**src/rtl/l1d_pkg.sv**
```systemverilog
// Shared L1D definitions: bus-unit state encodings, bus size codes and
// line-geometry helpers.
package l1d_pkg;

    typedef enum logic [2:0] {
        IDLE,
        WB_FETCH,
        WB_WRITE,
        LINE_RD,
        SINGLE_RD,
        SINGLE_WR,
        DONE,
        ERR
    } l1d_state_e;

    // One-hot byte counts on the core memory bus
    localparam logic [3:0] SZ_B = 4'b0001;
    localparam logic [3:0] SZ_H = 4'b0010;
    localparam logic [3:0] SZ_W = 4'b0100;
    localparam logic [3:0] SZ_D = 4'b1000;

    // Width of the beat index reported to the cache
    localparam int ADDR_CNT_W = 11;

    // Byte-offset width of a line made of 64-bit beats
    function automatic int line_off_w(input int beats);
        return $clog2(beats) + 3;
    endfunction

endpackage

```
**src/rtl/l1d_beat_timer.sv**
```systemverilog
// Per-beat timeout counter. Counts cycles while a bus request is pending and
// flags expiry on the TIMEOUT_CYC-th waiting cycle. TIMEOUT_CYC = 0 disables it.
module l1d_beat_timer
    import l1d_pkg::*;
#(
    parameter int TIMEOUT_CYC = 255
) (
    input  logic clk,
    input  logic rst,
    input  logic run,
    input  logic clr,
    output logic expired
);

    localparam int CNT_W = (TIMEOUT_CYC > 1) ? $clog2(TIMEOUT_CYC) : 1;
    localparam logic [CNT_W-1:0] LAST = CNT_W'((TIMEOUT_CYC > 0) ? TIMEOUT_CYC - 1 : 0);

    logic [CNT_W-1:0] cnt;

    // Count waiting cycles; restart whenever a beat ends or no request is out
    always_ff @(posedge clk or posedge rst) begin
        if (rst)
            cnt <= '0;
        else if (!run || clr)
            cnt <= '0;
        else if (cnt != LAST)
            cnt <= cnt + 1'b1;
    end

    assign expired = (TIMEOUT_CYC != 0) && run && (cnt == LAST);

endmodule

```
**src/rtl/l1d_bus_ctrl.sv**
```systemverilog
// L1D cache bus unit: converts level-held cache requests into single-
// outstanding 64-bit req/ack/err bus transactions (single read/write,
// line refill, dirty-line write-back).
module l1d_bus_ctrl
    import l1d_pkg::*;
#(
    parameter int LINE_BEATS  = 16,
    parameter int TIMEOUT_CYC = 255
) (
    input  logic                  clk,
    input  logic                  rst,
    input  logic                  write_through_req,
    input  logic                  read_req,
    input  logic                  read_line_req,
    input  logic                  write_line_req,
    input  logic [3:0]            L1_size,
    input  logic [63:0]           pa,
    input  logic [63:0]           wt_data,
    output logic [63:0]           line_data,
    output logic [ADDR_CNT_W-1:0] addr_count,
    output logic                  line_write,
    output logic                  cache_entry_refill,
    output logic                  trans_rdy,
    output logic                  bus_error,
    output logic                  bus_req,
    output logic                  bus_we,
    output logic [63:0]           bus_addr,
    output logic [3:0]            bus_size,
    output logic [63:0]           bus_wdata,
    input  logic [63:0]           bus_rdata,
    input  logic                  bus_ack,
    input  logic                  bus_err
);

    localparam int OFF_W  = line_off_w(LINE_BEATS);
    localparam int BEAT_W = OFF_W - 3;
    localparam logic [BEAT_W-1:0] LAST_BEAT = BEAT_W'(LINE_BEATS - 1);

    l1d_state_e        state;
    logic [63:OFF_W]   line_hi;    // line base, offset bits implied zero
    logic [BEAT_W-1:0] beat;       // beat currently on the bus
    logic [BEAT_W-1:0] next_beat;
    logic              expired;
    logic              abort;

    function automatic logic [63:0] beat_addr(input logic [63:OFF_W] hi,
                                              input logic [BEAT_W-1:0] b);
        return {hi, b, 3'b000};
    endfunction

    assign next_beat = beat + 1'b1;
    // bus_err beats bus_ack; an ack in the expiring cycle still completes the beat
    assign abort     = bus_err || (expired && !bus_ack);

    l1d_beat_timer #(
        .TIMEOUT_CYC (TIMEOUT_CYC)
    ) u_timer (
        .clk     (clk),
        .rst     (rst),
        .run     (bus_req),
        .clr     (bus_ack | bus_err),
        .expired (expired)
    );

    // Transaction FSM with registered bus and cache-side outputs
    always_ff @(posedge clk or posedge rst) begin
        if (rst) begin
            state              <= IDLE;
            line_hi            <= '0;
            beat               <= '0;
            line_data          <= '0;
            addr_count         <= '0;
            line_write         <= 1'b0;
            cache_entry_refill <= 1'b0;
            trans_rdy          <= 1'b0;
            bus_error          <= 1'b0;
            bus_req            <= 1'b0;
            bus_we             <= 1'b0;
            bus_addr           <= '0;
            bus_size           <= '0;
            bus_wdata          <= '0;
        end else begin
            line_write         <= 1'b0;
            cache_entry_refill <= 1'b0;
            trans_rdy          <= 1'b0;
            bus_error          <= 1'b0;

            if (bus_req && abort) begin
                // Remaining beats are dropped; the cache sees only bus_error
                bus_req   <= 1'b0;
                bus_error <= 1'b1;
                state     <= ERR;
            end else begin
                case (state)
                    IDLE: begin
                        addr_count <= '0;
                        beat       <= '0;
                        if (write_line_req) begin
                            line_hi <= pa[63:OFF_W];
                            state   <= WB_FETCH;
                        end else if (read_line_req) begin
                            line_hi  <= pa[63:OFF_W];
                            bus_req  <= 1'b1;
                            bus_we   <= 1'b0;
                            bus_addr <= {pa[63:OFF_W], {OFF_W{1'b0}}};
                            bus_size <= SZ_D;
                            state    <= LINE_RD;
                        end else if (read_req) begin
                            bus_req  <= 1'b1;
                            bus_we   <= 1'b0;
                            bus_addr <= pa;
                            bus_size <= L1_size;
                            state    <= SINGLE_RD;
                        end else if (write_through_req) begin
                            bus_req   <= 1'b1;
                            bus_we    <= 1'b1;
                            bus_addr  <= pa;
                            bus_size  <= L1_size;
                            bus_wdata <= wt_data;
                            state     <= SINGLE_WR;
                        end
                    end
                    WB_FETCH: begin
                        // SRAM output for addr_count is valid by the end of this cycle
                        bus_req   <= 1'b1;
                        bus_we    <= 1'b1;
                        bus_addr  <= beat_addr(line_hi, beat);
                        bus_size  <= SZ_D;
                        bus_wdata <= wt_data;
                        state     <= WB_WRITE;
                    end
                    WB_WRITE: begin
                        if (bus_ack) begin
                            bus_req <= 1'b0;
                            if (beat == LAST_BEAT) begin
                                trans_rdy <= 1'b1;
                                state     <= DONE;
                            end else begin
                                beat       <= next_beat;
                                addr_count <= ADDR_CNT_W'(next_beat);
                                state      <= WB_FETCH;
                            end
                        end
                    end
                    LINE_RD: begin
                        if (bus_ack) begin
                            // addr_count trails the bus so it names the beat being written
                            line_data  <= bus_rdata;
                            line_write <= 1'b1;
                            addr_count <= ADDR_CNT_W'(beat);
                            if (beat == LAST_BEAT) begin
                                bus_req            <= 1'b0;
                                trans_rdy          <= 1'b1;
                                cache_entry_refill <= 1'b1;
                                state              <= DONE;
                            end else begin
                                beat     <= next_beat;
                                bus_addr <= beat_addr(line_hi, next_beat);
                            end
                        end
                    end
                    SINGLE_RD: begin
                        if (bus_ack) begin
                            line_data <= bus_rdata;
                            bus_req   <= 1'b0;
                            trans_rdy <= 1'b1;
                            state     <= DONE;
                        end
                    end
                    SINGLE_WR: begin
                        if (bus_ack) begin
                            bus_req   <= 1'b0;
                            trans_rdy <= 1'b1;
                            state     <= DONE;
                        end
                    end
                    DONE:    state <= IDLE;
                    ERR:     state <= IDLE;
                    default: state <= IDLE;
                endcase
            end
        end
    end

endmodule

```
**config.mk**
```make
export PLATFORM = sky130hd
export DESIGN_NAME = l1d_bus_ctrl
export DESIGN_NICKNAME = d
export VERILOG_FILES = /design/src/rtl/l1d_pkg.sv /design/src/rtl/l1d_beat_timer.sv /design/src/rtl/l1d_bus_ctrl.sv
export SDC_FILE = /design/constraint.sdc
export NUM_CORES = 1
export LEC_CHECK = 0
export ABC_CLOCK_PERIOD_IN_PS = 12200
export BUFFER_PORTS_ARGS = -buffer_cell sky130_fd_sc_hd__buf_2
export CORE_AREA = 2 2 163 165
export DETAILED_ROUTE_END_ITERATION = 12
export DIE_AREA = 0 0 165 167
export PLACE_DENSITY_LB_ADDON = 0.08
export SLEW_MARGIN = 10
export SYNTH_ARGS = -nofsm -noshare
export SYNTH_HDL_FRONTEND = slang
export SYNTH_HIERARCHICAL = 1
export SYNTH_SLANG_ARGS = --single-unit
```
**constraint.sdc**
```tcl
create_clock -name clk -period 12.2 [get_ports clk]
set_input_delay 3.05 -clock clk [delete_from_list [all_inputs] [get_ports clk]]
set_output_delay 3.05 -clock clk [all_outputs]
set_load 0.05 [all_outputs]
```
Yosys cells after proc, flatten, opt, wreduce, memory -nomap -nowiden --
Index checks and enable logic that the tools add are counted.
Word-level totals: register bits after elaboration 285
Operators by class: multiplexer cells 62, reductions and logical operators 29, bitwise operators 2, equality and inequality tests 29, add/sub/neg operators 2
Operators by type and width (number):
- $mux W64 | 10
- $pmux W64 S3 | 1
- $pmux W64 S2 | 1
- $mux W57 | 2
- $mux W11 | 3
- $pmux W11 S3 | 1
- $mux W3 | 10
- $mux W4 | 6
- $mux W1 | 20
- $ne A2 B2 Y1 const B | 9
- $pmux W3 S6 | 1
- $reduce_and A6 Y1 | 3
- $mux W8 | 2
- $pmux W4 S2 | 2
- $eq A3 B3 Y1 const B | 4
- $ne A3 B3 Y1 const B | 4
- $reduce_and A5 Y1 | 2
- $add A8 B1 Y8 const B | 1
- $eq A8 B8 Y1 const B | 1
- $ne A8 B8 Y1 const B | 1
- $reduce_and A4 Y1 | 2
- $reduce_bool A2 Y1 | 4
- $reduce_or A2 Y1 | 4
- $eq A3 B2 Y1 const B | 2
- 20 further kinds | 28

Longest topological paths before layout --
depth after elaboration 7, gate-level depth with buffers 12, mapped depth without buffers 9

Modules after synthesis --
The synthesis kept the hierarchy.
By module, submodules not included:
- l1d_bus_ctrl | seq. area each 6756.5 um^2, area each 11573.6 um^2, cells an instance 888, times used 1
- l1d_beat_timer | seq. area each 200.2 um^2, area each 444.2 um^2, cells an instance 47, times used 1

Worst setup path after synthesis --
OpenSTA, ideal clock, no wires.
kind input-to-reg, start input port bus_ack, end register bus_wdata[8], buffers on the path 3, stages on the path 8, library setup time 125 ps, path slack 7667 ps, data arrival time 4408 ps, cells stage by stage nor2b_1 > o21ai_4 > inv_2 > buf_2 > nor4_4 > buf_4 > buf_6 > mux2_2
Between the ends: longest elaborated chain between the ends 6
Ends and longest elaborated chain:
- start, declared | line l1d_bus_ctrl.sv:31 | input logic bus_ack,
- $logic_not A1 Y1 | line l1d_bus_ctrl.sv:53 | assign abort = bus_err || (expired && !bus_ack);
- $logic_and A1 B1 Y1 | line l1d_bus_ctrl.sv:53
- $logic_or A1 B1 Y1 | line l1d_bus_ctrl.sv:53
- $logic_and A1 B1 Y1 | line l1d_bus_ctrl.sv:88 | if (bus_req && abort) begin
- $not A1 Y1 (no source line)
- $reduce_and A6 Y1 (no source line)
- end signal, assigned | line l1d_bus_ctrl.sv:119 | bus_wdata <= wt_data;
- end signal, assigned | line l1d_bus_ctrl.sv:129 | bus_wdata <= wt_data;
- end, declared | line l1d_bus_ctrl.sv:29 | output logic [63:0] bus_wdata,
Every way passes these cells. A chain may end at the register's enable or synchronous reset.

Worst setup path in the final report --
start input port bus_ack, end register bus_wdata[25]
The elaborated chain is that of the path after synthesis.

==> reports/metrics.csv <==
stage,metric,value,unit
status,status,"finished, final reports clean",
yosys,"Top FF cell, synth",dfrtp_1,
yosys,sequential share of the synthesized area,0.579,
detailed_routing,ANT nets after route,0,
global_route,GRT Resource Usage Total,0.221,
floorplan,num rows,59,
detailed_routing,drt pass-1 iters,4,
floorplan,Core Region,25800,um2
setup_path,Crit Path Category,in2reg,
clock_network,CTS Buffer Depth,3,
final_layout,Area growth syn-to-layout,27.0,%
floorplan,I/O pin cnt,417,
yosys,#FFs+latches synth,278,
detailed_routing,DRC violations left,0,
clock_network,clock sink total,278,
final_layout,layout cells sized above 1,0.528,
setup_path,crit-path leading delay family,buffers and inverters,
detailed_routing,1st-iter DRT viols,528,
detailed_routing,Via density,5.00,
floorplan,die width,165,um
detailed_routing,via count,8481,
place,PortBufs,409,
global_route,total congestion overflow,0,
place,dpl hpwl,21.8,mm
timing,Worst-Margin Slew,1.05,ns
yosys,syn avg cell area,12.9,um2
setup_path,slowest CP cell,buf_4,
timing,crit share post-route,0.421,
clock_network,Setup Buffers After CTS,0,
yosys,most common cell in the netlist,dfrtp_1,
yosys,cell taking the most area after synthesis,dfrtp_1,
yosys,Yosys top cell area share,0.579,
final_layout,Final nets,1542,
yosys,ranking of synthesized cells by area,"dfrtp_1 58%, mux2_2 20%, nand2_1 5.9%",
clock_network,CTS tree,built,
min_path,Hold Crit Class,reg2reg,
timing,Final min period,5.14,ns
min_path,HP Start,bus_wdata[6],
global_route,initial antenna violation count,11,
timing,Setup TNS,0,ns
setup_path,startpoint types,input pin,
global_route,first-pass GRT wire length,47.8,mm
yosys,Mapped Area,12000,um2
yosys,Post-synth top cells,"278 x dfrtp_1, 211 x mux2_2, 189 x nand2_1",
detailed_routing,DR WL/cell,18.3,um
setup_path,CP max stage delay,0.68,ns
clock_network,htree depth,1,
clock_network,CTS Buf Count,30,
setup_path,Critical Path Fanout Max,55,
floorplan,Die Ht,167,um
timing,Max transition margin,0.300,
yosys,synthesized netlist cell count,935,
global_route,pin count of the biggest net entering global routing,132,
setup_path,critical path capture point type,flip-flop,
clock_network,CTS resizes,0,
timing,Hold Worst Slack,0.479,ns
setup_path,"Data arrival, critical path",5.55,ns
run,Max Cap Viol,0,
timing,RSZ-0062 raised after global routing,no,
final_layout,Finished Core Util,0.592,
setup_path,CP Buf/Inv Count,3,
timing,max-slew violation count,0,
clock_network,Root Driver,clkbuf_16,
setup_path,R2R Path Start,u_timer/cnt[0],
clock_network,hold_buf cts,0,
floorplan,Die Area,27600,um2
timing,FMAX,195,MHz
timing,# setup viols final,0,
clock_network,Clock Latency Late Sink,0.54,ns
floorplan,Starting Density,0.466,
detailed_routing,drt total wl,31.0,mm
place,RePlAce Congestion,0.816,
timing,Clock Skew,0.00822,ns
yosys,ys async rst share,1.00,
yosys,post-synth cell types,59,
setup_path,Crit. Startpoint,bus_ack,
timing,Final Hold Fails,0,
setup_path,register-to-register setup slack,8.52,ns
setup_path,crit path cell chain,buf_2 > nor2b_1 > o21ai_4 > inv_2 > nor4_4 > buf_4 > mux2_2,
yosys,Synth warnings,6,
setup_path,required time worst endpoint,12.61,ns
global_route,vias in the first global route,8446,
clock_network,clock slew at reported path FFs,0.06,ns
yosys,Post-synth EDFFs,0,
==> metrics by stage <==
step           area (um2)  cells  setup WS [ns]
3_5_place_dp        14300   1635           6.48
2_1_floorplan       12000    941           1.71
6_report            15300   1696           7.06
5_1_grt             15300   1693           6.84
3_3_place_gp        14300   1635           6.56
4_1_cts             15200   1689           7.04
==> cell type report <==
type / instances / area, um2
clock inverters: 5 / 52.6
diodes: 7 / 17.5
inverters: 17 / 71.3
clock buffers: 49 / 943
repair buffers: 416 / 2100
fillers: 2227 / 10500
multi-input cells: 589 / 4700
flip-flops and latches: 278 / 6960
well taps: 335 / 419
==> flip-flops by register name, summed over array words and instances, names as in the netlist <==
name	count
addr_count	4
beat	4
bus_addr	64
bus_error	1
bus_req	1
bus_size	4
bus_wdata	64
bus_we	1
cache_entry_refill	1
line_data	64
line_hi	57
line_write	1
state	3
trans_rdy	1
u_timer/cnt	8
==> layer usage <==
| metal | vias up | wire length [um] | track usage |
|---|---|---|---|
| met3 | 45 | 2730 | 0.0685 |
| met4 | 8 | 457 | 0.0541 |
| li1 | 4008 | - | - |
| met1 | 4147 | 12100 | 0.276 |
| met5 | - | 53 | 0 |
| met2 | 273 | 15600 | 0.375 |
==> final timing paths <==
kind	endpoint	cells after the start
max	bus_wdata[25]	7
min	bus_wdata[6]	1
max reg2reg	bus_wdata[25]	10
min reg2reg	bus_wdata[6]	1
max in group asynchronous	bus_addr[47]	3
min in group asynchronous	u_timer/cnt[4]	2
==> logic make-up after synthesis <==
group,share of synthesized area
XOR/XNOR,0.00437
other,0.000312
adder cells (fa/ha/maj),0.00625
multiplexers,0.252
buffers and inverters,0.0340
AND/OR/NAND/NOR,0.0951
AO/OA/AOI/OAI,0.0293
flip-flops,0.579
==> placed cells by master (no fill, tap or decap), drive strengths merged, types with 6 or more instances in the layout <==
| cell type | instances |
|---|---|
| mux2 | 249 |
| nand3 | 11 |
| nor2 | 10 |
| nand2b | 7 |
| nand4 | 6 |
| buf | 416 |
| ha | 6 |
| o21ai | 12 |
| diode | 7 |
| clkbuf | 49 |
| nand2 | 189 |
| inv | 17 |
| conb | 7 |
| and3 | 6 |
| dfrtp | 278 |
| nor3 | 9 |
| mux2i | 11 |
| a31oi | 9 |
Power is not shown: default switching activity piles up to over one toggle a cycle in this logic, so the estimate is an artifact.
